[src/rtl/hilo_muldiv_unit_pkg.sv]
// hilo_muldiv_unit_pkg: shared definitions for the HI/LO multiply/divide unit.
// This package holds the FSM state encodings, the default widths and the
// operation-select decode.
package hilo_muldiv_unit_pkg;

  // Default operand width. The divide runs one iteration per quotient bit.
  localparam int HILO_WIDTH    = 32;
  localparam int HILO_DIV_ITER = 32;

  // Unit states.
  typedef enum logic [1:0] {
    ST_IDLE    = 2'd0,
    ST_MUL     = 2'd1,
    ST_DIV_RUN = 2'd2,
    ST_DIV_FIX = 2'd3
  } state_e;

  // Operation selected from the decoder's one-hot pairs.
  typedef enum logic [1:0] {
    OP_NONE = 2'd0,
    OP_MTHL = 2'd1,
    OP_MULT = 2'd2,
    OP_DIV  = 2'd3
  } op_e;

  // When several groups are set at once, divide wins over multiply, and
  // multiply wins over move-to. Move-from has no side effect and never
  // selects an operation.
  function automatic op_e decode_op(input logic [1:0] div_bits,
                                    input logic [1:0] mult_bits,
                                    input logic [1:0] mthl_bits);
    if (|div_bits)  return OP_DIV;
    if (|mult_bits) return OP_MULT;
    if (|mthl_bits) return OP_MTHL;
    return OP_NONE;
  endfunction

endpackage

[src/rtl/hilo_muldiv_unit_if.sv]
// hilo_muldiv_unit_if: execute-stage bundle between the pipeline (master)
// and the HI/LO unit (slave). Signal names match the decoder outputs.
interface hilo_muldiv_unit_if #(
  parameter int WIDTH = 32
);
  logic             in_valid;
  logic [1:0]       MULT;
  logic [1:0]       DIV;
  logic [1:0]       MFHL;
  logic [1:0]       MTHL;
  logic [WIDTH-1:0] src_a;
  logic [WIDTH-1:0] src_b;
  logic             flush;
  logic [WIDTH-1:0] mf_data;
  logic             busy;
  logic             stall;

  modport master (
    output in_valid, MULT, DIV, MFHL, MTHL, src_a, src_b, flush,
    input  mf_data, busy, stall
  );

  modport slave (
    input  in_valid, MULT, DIV, MFHL, MTHL, src_a, src_b, flush,
    output mf_data, busy, stall
  );
endinterface

[src/rtl/hilo_muldiv_unit_div_step.sv]
// div_step: one combinational restoring-division iteration.
// The remainder:quotient pair shifts left by one, the divisor is
// trial-subtracted from the widened remainder, and the new quotient bit is 1
// when that subtraction does not go negative.
module div_step #(
  parameter int WIDTH = 32
) (
  input  logic [WIDTH-1:0] i_rem,
  input  logic [WIDTH-1:0] i_quot,
  input  logic [WIDTH-1:0] i_divisor,
  output logic [WIDTH-1:0] o_rem,
  output logic [WIDTH-1:0] o_quot
);

  logic [WIDTH:0] w_shifted;
  logic [WIDTH:0] w_trial;
  logic           w_fits;

  // Shift in the next dividend bit, then trial-subtract the divisor.
  always_comb begin
    w_shifted = {i_rem, i_quot[WIDTH-1]};
    w_trial   = w_shifted - {1'b0, i_divisor};
    w_fits    = ~w_trial[WIDTH];
    o_rem     = w_fits ? w_trial[WIDTH-1:0] : w_shifted[WIDTH-1:0];
    o_quot    = {i_quot[WIDTH-2:0], w_fits};
  end

endmodule

[src/rtl/hilo_muldiv_unit.sv]
// hilo_muldiv_unit: execute-stage owner of the HI/LO registers.
// It performs mthi/mtlo, a 2-cycle signed/unsigned multiply, and a restoring
// divide of DIV_ITER iterations plus a sign-fix cycle.
// Optional macro HILO_DIV_ZERO_FAST_EN: a zero divisor skips the iteration
// phase and goes straight to the sign-fix cycle. The results are the same;
// only the latency changes.
module hilo_muldiv_unit
  import hilo_muldiv_unit_pkg::*;
#(
  parameter int WIDTH    = HILO_WIDTH,
  parameter int DIV_ITER = HILO_DIV_ITER  // must equal WIDTH
) (
  input  logic                clk,
  input  logic                resetn,
  hilo_muldiv_unit_if.slave   bus
);

  localparam int CNT_W = (DIV_ITER > 1) ? $clog2(DIV_ITER) : 1;

  state_e r_state;
  state_e w_state_next;

  logic [WIDTH-1:0] r_hi;
  logic [WIDTH-1:0] r_lo;

  // Multiply operands, extended by one bit so that a single signed multiply
  // covers both mult and multu.
  logic [WIDTH:0]   r_mul_a;
  logic [WIDTH:0]   r_mul_b;

  // Divide working state.
  logic [WIDTH-1:0] r_rem;
  logic [WIDTH-1:0] r_quot;
  logic [WIDTH-1:0] r_divisor;
  logic             r_q_neg;
  logic             r_r_neg;
  logic [CNT_W-1:0] r_cnt;

  logic             w_busy;
  logic             w_accept;
  op_e              w_op;
  logic             w_div_signed;
  logic             w_a_neg;
  logic             w_b_neg;
  logic [WIDTH-1:0] w_mag_a;
  logic [WIDTH-1:0] w_mag_b;
  logic             w_mul_signed;
  logic [2*WIDTH-1:0] w_mul_a_ext;
  logic [2*WIDTH-1:0] w_mul_b_ext;
  logic [2*WIDTH-1:0] w_product;
  logic [WIDTH-1:0] w_rem_next;
  logic [WIDTH-1:0] w_quot_next;
  logic [WIDTH-1:0] w_quot_fixed;
  logic [WIDTH-1:0] w_rem_fixed;
`ifdef HILO_DIV_ZERO_FAST_EN
  logic             w_div_zero;
`endif

  assign w_busy   = (r_state != ST_IDLE);
  assign w_accept = bus.in_valid & ~w_busy & ~bus.flush;
  assign w_op     = decode_op(bus.DIV, bus.MULT, bus.MTHL);

  // Sign handling for div: divu (bit 1) treats both operands as unsigned.
  assign w_div_signed = ~bus.DIV[1];
  assign w_a_neg      = w_div_signed & bus.src_a[WIDTH-1];
  assign w_b_neg      = w_div_signed & bus.src_b[WIDTH-1];
  assign w_mag_a      = w_a_neg ? (~bus.src_a + 1'b1) : bus.src_a;
  assign w_mag_b      = w_b_neg ? (~bus.src_b + 1'b1) : bus.src_b;
`ifdef HILO_DIV_ZERO_FAST_EN
  assign w_div_zero   = (w_mag_b == '0);
`endif

  // multu (bit 1) zero-extends the operands; mult sign-extends them.
  assign w_mul_signed = ~bus.MULT[1];

  // The low 2*WIDTH bits of the product of the sign-extended operands are
  // the exact product, for both the signed and the unsigned case.
  assign w_mul_a_ext = {{(WIDTH-1){r_mul_a[WIDTH]}}, r_mul_a};
  assign w_mul_b_ext = {{(WIDTH-1){r_mul_b[WIDTH]}}, r_mul_b};
  assign w_product   = w_mul_a_ext * w_mul_b_ext;

  div_step #(
    .WIDTH (WIDTH)
  ) u_div_step (
    .i_rem     (r_rem),
    .i_quot    (r_quot),
    .i_divisor (r_divisor),
    .o_rem     (w_rem_next),
    .o_quot    (w_quot_next)
  );

  // The quotient is negated when the operand signs differ; the remainder
  // follows the dividend's sign.
  assign w_quot_fixed = r_q_neg ? (~r_quot + 1'b1) : r_quot;
  assign w_rem_fixed  = r_r_neg ? (~r_rem + 1'b1) : r_rem;

  // State register.
  always_ff @(posedge clk or negedge resetn) begin
    if (!resetn) begin
      r_state <= ST_IDLE;
    end else begin
      r_state <= w_state_next;
    end
  end

  // Next-state logic: flush always returns to IDLE.
  always_comb begin
    w_state_next = r_state;
    if (bus.flush) begin
      w_state_next = ST_IDLE;
    end else begin
      case (r_state)
        ST_IDLE: begin
          if (w_accept) begin
            case (w_op)
              OP_DIV: begin
`ifdef HILO_DIV_ZERO_FAST_EN
                w_state_next = w_div_zero ? ST_DIV_FIX : ST_DIV_RUN;
`else
                w_state_next = ST_DIV_RUN;
`endif
              end
              OP_MULT: w_state_next = ST_MUL;
              default: w_state_next = ST_IDLE;
            endcase
          end
        end
        ST_MUL:     w_state_next = ST_IDLE;
        ST_DIV_RUN: begin
          if (r_cnt == CNT_W'(DIV_ITER - 1)) begin
            w_state_next = ST_DIV_FIX;
          end
        end
        ST_DIV_FIX: w_state_next = ST_IDLE;
        default:    w_state_next = ST_IDLE;
      endcase
    end
  end

  // Datapath: operand capture, divide iterations and HI/LO writes.
  // A flush suppresses every HI/LO write from an in-flight operation.
  always_ff @(posedge clk or negedge resetn) begin
    if (!resetn) begin
      r_hi      <= '0;
      r_lo      <= '0;
      r_mul_a   <= '0;
      r_mul_b   <= '0;
      r_rem     <= '0;
      r_quot    <= '0;
      r_divisor <= '0;
      r_q_neg   <= 1'b0;
      r_r_neg   <= 1'b0;
      r_cnt     <= '0;
    end else begin
      case (r_state)
        ST_IDLE: begin
          if (w_accept) begin
            case (w_op)
              OP_DIV: begin
                r_divisor <= w_mag_b;
                r_q_neg   <= w_a_neg ^ w_b_neg;
                r_r_neg   <= w_a_neg;
                r_cnt     <= '0;
`ifdef HILO_DIV_ZERO_FAST_EN
                if (w_div_zero) begin
                  // This is the result the iterations would converge to:
                  // every trial subtract fits.
                  r_rem  <= w_mag_a;
                  r_quot <= '1;
                end else begin
                  r_rem  <= '0;
                  r_quot <= w_mag_a;
                end
`else
                r_rem     <= '0;
                r_quot    <= w_mag_a;
`endif
              end
              OP_MULT: begin
                r_mul_a <= {w_mul_signed & bus.src_a[WIDTH-1], bus.src_a};
                r_mul_b <= {w_mul_signed & bus.src_b[WIDTH-1], bus.src_b};
              end
              OP_MTHL: begin
                if (bus.MTHL[1]) r_hi <= bus.src_a;
                if (bus.MTHL[0]) r_lo <= bus.src_a;
              end
              default: ;
            endcase
          end
        end
        ST_MUL: begin
          if (!bus.flush) begin
            r_hi <= w_product[2*WIDTH-1:WIDTH];
            r_lo <= w_product[WIDTH-1:0];
          end
        end
        ST_DIV_RUN: begin
          if (!bus.flush) begin
            r_rem  <= w_rem_next;
            r_quot <= w_quot_next;
            r_cnt  <= r_cnt + 1'b1;
          end
        end
        ST_DIV_FIX: begin
          if (!bus.flush) begin
            r_lo <= w_quot_fixed;
            r_hi <= w_rem_fixed;
          end
        end
        default: ;
      endcase
    end
  end

  // Read-back and pipeline handshake.
  assign bus.mf_data = bus.MFHL[1] ? r_hi : r_lo;
  assign bus.busy    = w_busy;
  assign bus.stall   = bus.in_valid & w_busy &
                       (|{bus.MULT, bus.DIV, bus.MFHL, bus.MTHL});

endmodule

[src/flat_wrapper.sv]
// flat-port wrapper written by rule: the top's interface ports become plain ports
module hilo_muldiv_unit_flat import hilo_muldiv_unit_pkg::*;
#(
  parameter int WIDTH    = HILO_WIDTH,
  parameter int DIV_ITER = HILO_DIV_ITER                     
)
  (clk, resetn, bus_in_valid, bus_MULT, bus_DIV, bus_MFHL, bus_MTHL, bus_src_a, bus_src_b, bus_flush, bus_mf_data, bus_busy, bus_stall);
  hilo_muldiv_unit_if #(.WIDTH(WIDTH)) bus_i ();
  input  logic clk;
  input  logic resetn;
  input wire logic [$bits(bus_i.in_valid)-1:0] bus_in_valid;
  input wire logic [$bits(bus_i.MULT)-1:0] bus_MULT;
  input wire logic [$bits(bus_i.DIV)-1:0] bus_DIV;
  input wire logic [$bits(bus_i.MFHL)-1:0] bus_MFHL;
  input wire logic [$bits(bus_i.MTHL)-1:0] bus_MTHL;
  input wire logic [$bits(bus_i.src_a)-1:0] bus_src_a;
  input wire logic [$bits(bus_i.src_b)-1:0] bus_src_b;
  input wire logic [$bits(bus_i.flush)-1:0] bus_flush;
  output wire logic [$bits(bus_i.mf_data)-1:0] bus_mf_data;
  output wire logic [$bits(bus_i.busy)-1:0] bus_busy;
  output wire logic [$bits(bus_i.stall)-1:0] bus_stall;
  assign bus_i.in_valid = bus_in_valid;
  assign bus_i.MULT = bus_MULT;
  assign bus_i.DIV = bus_DIV;
  assign bus_i.MFHL = bus_MFHL;
  assign bus_i.MTHL = bus_MTHL;
  assign bus_i.src_a = bus_src_a;
  assign bus_i.src_b = bus_src_b;
  assign bus_i.flush = bus_flush;
  assign bus_mf_data = bus_i.mf_data;
  assign bus_busy = bus_i.busy;
  assign bus_stall = bus_i.stall;
  hilo_muldiv_unit #(.WIDTH(WIDTH), .DIV_ITER(DIV_ITER)) u_core (.clk(clk), .resetn(resetn), .bus(bus_i));
endmodule
[config.mk]
export PLATFORM = sky130hd
export DESIGN_NAME = hilo_muldiv_unit_flat
export DESIGN_NICKNAME = d
export VERILOG_FILES = /design/src/rtl/hilo_muldiv_unit_pkg.sv /design/src/rtl/hilo_muldiv_unit_if.sv /design/src/rtl/hilo_muldiv_unit_div_step.sv /design/src/rtl/hilo_muldiv_unit.sv /design/src/flat_wrapper.sv
export SDC_FILE = /design/constraint.sdc
export NUM_CORES = 2
export LEC_CHECK = 0
export ABC_CLOCK_PERIOD_IN_PS = 24900
export BUFFER_PORTS_ARGS = -buffer_cell sky130_fd_sc_hd__buf_2
export CAP_MARGIN = 20
export CORE_MARGIN = 5
export CORE_UTILIZATION = 50
export CTS_CLUSTER_DIAMETER = 200
export DETAILED_ROUTE_END_ITERATION = 8
export PLACE_DENSITY = 0.66
export SYNTH_ARGS = -nofsm -noshare
export SYNTH_HDL_FRONTEND = slang
export SYNTH_HIERARCHICAL = 1
export SYNTH_SLANG_ARGS = --single-unit
[constraint.sdc]
create_clock -name clk -period 24.9 [get_ports clk]
set_input_delay 4.98 -clock clk [delete_from_list [all_inputs] [get_ports clk]]
set_output_delay 4.98 -clock clk [all_outputs]
set_load 0.02 [all_outputs]
======== Word level (Yosys, flattened, before mapping) ========
Cells that the tools add are included.
storage, ports and cells
  register bits after elaboration ......... 235
  bits of input ports ..................... 76
  output and inout port bits .............. 34
cells by class
  add/subtract/negate cells ............... 6
  multipliers ............................. 1
  eq/ne operators ......................... 17
  mux-type cells .......................... 47
  bitwise operators ....................... 18
  reduce and logical (&&, ||, !) cells .... 15
operators with widths
  operator                 number
  $mux W32                 22
  $pmux W32 S3             2
  $add A32 B1 Y32 const B  4
  $not A32 Y32             4
  $pmux W32 S2             2
  $mul A33 B33 Y64         1
  $sub A33 B32 Y33         1
  $mux W2                  9
  $mux W5                  3
  $ne A2 B2 Y1 const B     7
  $reduce_and A6 Y1        2
  $pmux W5 S2              1
  $and A1 B1 Y1            8
  $eq A2 B2 Y1 const B     4
  $reduce_or A2 Y1         4
  $reduce_or A8 Y1         1
  $mux W1                  6
  $ne A3 B2 Y1 const B     2
  $pmux W2 S3              1
  $reduce_and A3 Y1        2
  $add A5 B1 Y5 const B    1
  $eq A5 B5 Y1 const B     1
  $not A1 Y1               5
  $eq A2 B1 Y1 const B     2
  other kinds (8)          9

======== Longest topological paths before layout ========
  depth in word-level cells ............... 13
  gate-level depth with buffers ........... 29
  depth with buffers taken out ............ 27

======== Hierarchy ========
Netlist, hierarchy kept.
by module, submodules not included
  module            instances  cells each  area each (µm²)  seq. area each (µm²)
  hilo_muldiv_unit  1          5587        51146.6          5880.6
  div_step          1          337         2598.7           0.0

======== Worst setup path before layout ========
Ideal clock, no wire load.
  path kind ............................... in2out
  from .................................... input port bus_MFHL[1]
  to ...................................... output port bus_stall
  data arrival time ....................... 5.987 ns
  required time ........................... 19.920 ns
  path slack .............................. 13.933 ns
  stages on the path ...................... 4
  path through ............................ clkbuf_1 clkbuf_1 nor4_1 a21oi_1
on the way
  cells in the longest elaborated chain, start to end .. 2
ends and longest elaborated chain
  what              RTL line                 text
  from (decl)       flat_wrapper.sv:14       input wire logic [$bits(bus_i.MFHL)-1:0] bus_MFHL;
  $reduce_or A8 Y1  hilo_muldiv_unit.sv:219  (|{bus.MULT, bus.DIV, bus.MFHL, bus.MTHL});
  $and A1 B1 Y1     hilo_muldiv_unit.sv:218  assign bus.stall = bus.in_valid & w_busy &
  to (decl)         flat_wrapper.sv:21       output wire logic [$bits(bus_i.stall)-1:0] bus_stall;
No other way between the ends.

======== Worst setup path after layout ========
  from .................................... input port bus_MFHL[1]
  to ...................................... output port bus_mf_data[30]
on the way
  cells in the longest elaborated chain, start to end .. 1
ends and longest elaborated chain
  what       RTL line                 text
  $mux W32   hilo_muldiv_unit.sv:216  assign bus.mf_data = bus.MFHL[1] ? r_hi : r_lo;
  to (decl)  flat_wrapper.sv:19       output wire logic [$bits(bus_i.mf_data)-1:0] bus_mf_data;
No other way between the ends.

==> key figures <==
Detailed routing
  • Number of iterations in the first detailed-routing pass: 6
  • Number of DRC violations after detailed-routing iteration 0: 2,872
  • Vias per cell: 5.64
  • Vias after detailed routing: 40,650
  • Drt total wl: 151,000 um
  • DRC violation count after routing: 0
  • Remaining antenna violation count after routing: 0
  • DR WL/cell: 21.0 um

Clock tree
  • Quantity of hold-fixing buffers added after cts: 0
  • Number of sinks handled by clock tree synthesis: 235
  • Post-CTS setup buffer count: 0
  • CTS tree: built
  • Clock latency of the later-clocked register in the worst-skew pair: 0.56 ns
  • Number of gates resized after cts: 0
  • H-Tree Depth: 1
  • Cell at the root of the clock tree: sky130_fd_sc_hd__clkbuf_16
  • Clock transition at path regs: 0.06 ns
  • Number of buffers added by the clock tree synthesis step: 27
  • CTS Buffer Depth: 3

Yosys
  • Post-Syn Area: 53,700 um2
  • Yosys warning total: 6
  • Syn_area_per_cell: 9.07 um2
  • Net count of the mapped netlist: 7,376
  • Post-synthesis sequential area ratio: 10.9%
  • Primary flip-flop cell chosen by synthesis mapping: sky130_fd_sc_hd__dfrtp_1
  • Post-synthesis register bit count: 235
  • Number of distinct library cell variants in the gate-level netlist after synthesis: 92
  • Fraction of synthesis flops using an asynchronous set or reset pin: 100%
  • Synth Instances: 5,924
  • Post-synth EDFFs: 0

Final layout
  • Share of final-layout standard cells stronger than drive strength 1: 6.92%
  • Total number of nets in the final design: 7,230
  • Post-layout instance area: 56,100 um2
  • Layout-stage area growth over the synthesis result: 4.35%

Timing
  • Number of setup violations in the final report: 0
  • Hold Violations, Final: 0
  • Final Cycle Share: 44.4%
  • Hold Slack: 0.475 ns
  • RSZ-0062 raised after global routing: no
  • Final count of pins violating max slew: 0
  • Final TNS setup: 0 ns
  • Final period demand of the worst path: 11.07 ns
  • Slew at the pin with the worst max-slew slack: 1.12 ns
  • Worst-case clock skew: 0.0191 ns
  • Achievable clock frequency: 90.4 MHz
  • Final setup margin: 13.83 ns
  • Worst-case headroom to the max-slew limit: 24.7%

GRT
  • Antenna violations before repair: 10
  • Maximum number of pins on one net before global-route repair: 90
  • Overflow after GRT: 0
  • Overall fraction of global-route tracks in use: 27.3%
  • Wire length of the first global-routing pass: 245,000 um
  • Via count of the first global-routing pass: 43,607

Worst setup path
  • Maximum fanout count along the critical path: 33
  • Delay of the slowest cell on the worst path: 0.53 ns
  • WP buf/inv: 2
  • Worst path most repeated cell: sky130_fd_sc_hd__buf_2
  • Type of the worst setup path: primary input to output pin
  • Kind of end point of the critical path: output pin
  • Worst Path Required: 19.92 ns
  • Largest delay contributor family on the critical path: buffers and inverters
  • CP cell instances: buf_2, mux2_2, buf_2
  • R2R setup slack: 15.34 ns
  • Critical Path Source Type: primary input
  • CP max-delay cell: sky130_fd_sc_hd__buf_2
  • Data arrival time of the critical path: 6.09 ns

Floorplan
  • Horizontal die dimension: 338 um
  • Number of standard-cell rows in the floorplan: 120
  • DIE HEIGHT: 338 um
  • Area inside the core boundary: 107,000 um2
  • Initial Util: 50.3%
  • Full die area: 114,000 um2
  • Boundary Pins: 110

Flow run
  • Number of violations of the max-capacitance limit: 0

Min path
  • Worst hold path type: flop to flop

Placed design
  • Half-perimeter wire length after placement: 119,000 um
  • Number of port buffers: 109
  • Setup slack after placement: 13.83 ns
  • Final Wtd Congestion: 0.949
  • Total cell area at the placement stage: 55,100 um2

Run status
  • Outcome: finished clean
## layer usage
metal | global-route usage, % | share of wire (%) | vias up
met2 | 47.5 | 50 | 1451
met3 | 2.53 | 5.8 | 383
met5 | 0 | 0.019 | -
met1 | 35.8 | 40 | 21150
met4 | 10.4 | 4.9 | 4
li1 | - | - | 17662
## Yosys cell counts, drive strengths merged (21+ instances only)
master,number,area (um2)
a211oi,21,163
a21o,55,414
a21oi,164,828
a31oi,27,169
and2,545,3410
buf,46,372
clkbuf,307,1150
dfrtp,235,5880
fa,1126,22500
ha,250,3130
inv,1163,4370
mux2,119,1410
nand2,816,3060
nand2b,24,150
nand3,74,370
nand4,22,138
nor2,143,547
nor2b,24,150
nor3,31,155
o21ai,223,1120
o31ai,37,292
or3,24,160
xnor2,126,1100
xor2,93,815
## cell families (layout without fill, tap and decap cells)
kind of cell             after synthesis  count (layout)  share of synthesized area (%)
AO/OA/AOI/OAI                        661             661                           7.61
XOR/XNOR                             219             219                           3.57
adder cells (fa/ha/maj)             1376            1376                           47.8
buffers and inverters               1519            1393                           11.0
flip-flops                           235             235                           10.9
multiplexers                         130             130                           2.85
other                                  0               3                              0
AND/OR/NAND/NOR                     1784            1784                           16.2
## path summary, 6_finish.rpt
check,to,cells after the start,start
setup / recovery,bus_mf_data[30],3,bus_MFHL[1]
hold / removal,u_core/r_divisor[28]$_DFFE_PN0P_,2,u_core/r_divisor[28]$_DFFE_PN0P_
setup reg to reg,u_core/r_hi[24]$_DFFE_PN0P_,25,u_core/r_mul_b[3]$_DFFE_PN0P_
hold reg to reg,u_core/r_divisor[28]$_DFFE_PN0P_,2,u_core/r_divisor[28]$_DFFE_PN0P_
max in group asynchronous,u_core/r_mul_a[15]$_DFFE_PN0P_,4,resetn
min in group asynchronous,u_core/r_divisor[29]$_DFFE_PN0P_,1,resetn
## stage by stage
stage          cells  util [%]
6_report        7204      52.5
3_3_place_gp    7151      51.5
5_1_grt         7203      52.5
3_5_place_dp    7151      51.5
2_1_floorplan   5924         -
4_1_cts         7200      52.4
## worst min-delay path, stage by stage (launching register included)
cell	delay, ns
sky130_fd_sc_hd__dfrtp_1	0.34
sky130_fd_sc_hd__nand2_1	0.05
sky130_fd_sc_hd__o21ai_0	0.06
## cell type report
cell class              instances  area [um2]
inverters                    1164        4380
flip-flops and latches        235        5900
clock inverters                14         234
multi-input cells            4170       42000
diodes                          3        7.51
well taps                    1403        1760
fillers                      9958       50800
clock buffers                  35         736
repair buffers                180        1110
## layout by cell type, fill, tap and decap left out, drive strengths merged, types with 9 or more instances in the layout
cell,n
o31ai,37
o22ai,12
clkbuf,35
nor3,31
nand3,74
a21o,55
and3,18
and2,545
a211oi,21
nor2b,24
nor4,15
xor2,93
mux2i,11
mux2,119
buf,180
xnor2,126
o21ai,223
o41ai,11
a21oi,164
ha,250
or4,14
nand2b,24
inv,1164
o21bai,14
or3,24
nor2,143
o211ai,18
o21a,17
or2,9
fa,1126
nand4,22
a31oi,27
nand2,816
dfrtp,235
## sequential cells by signal, summed over array words and instances, names as in the netlist, 2 cells and up
register / flops
u_core/r_divisor: 32
u_core/r_mul_b: 33
u_core/r_cnt: 5
u_core/r_rem: 32
u_core/r_quot: 32
u_core/r_state: 2
u_core/r_mul_a: 33
u_core/r_hi: 32
u_core/r_lo: 32
Power is left out: the tool's default activity adds up to more than one toggle a clock period on the data nets, which glitch-free logic cannot reach.
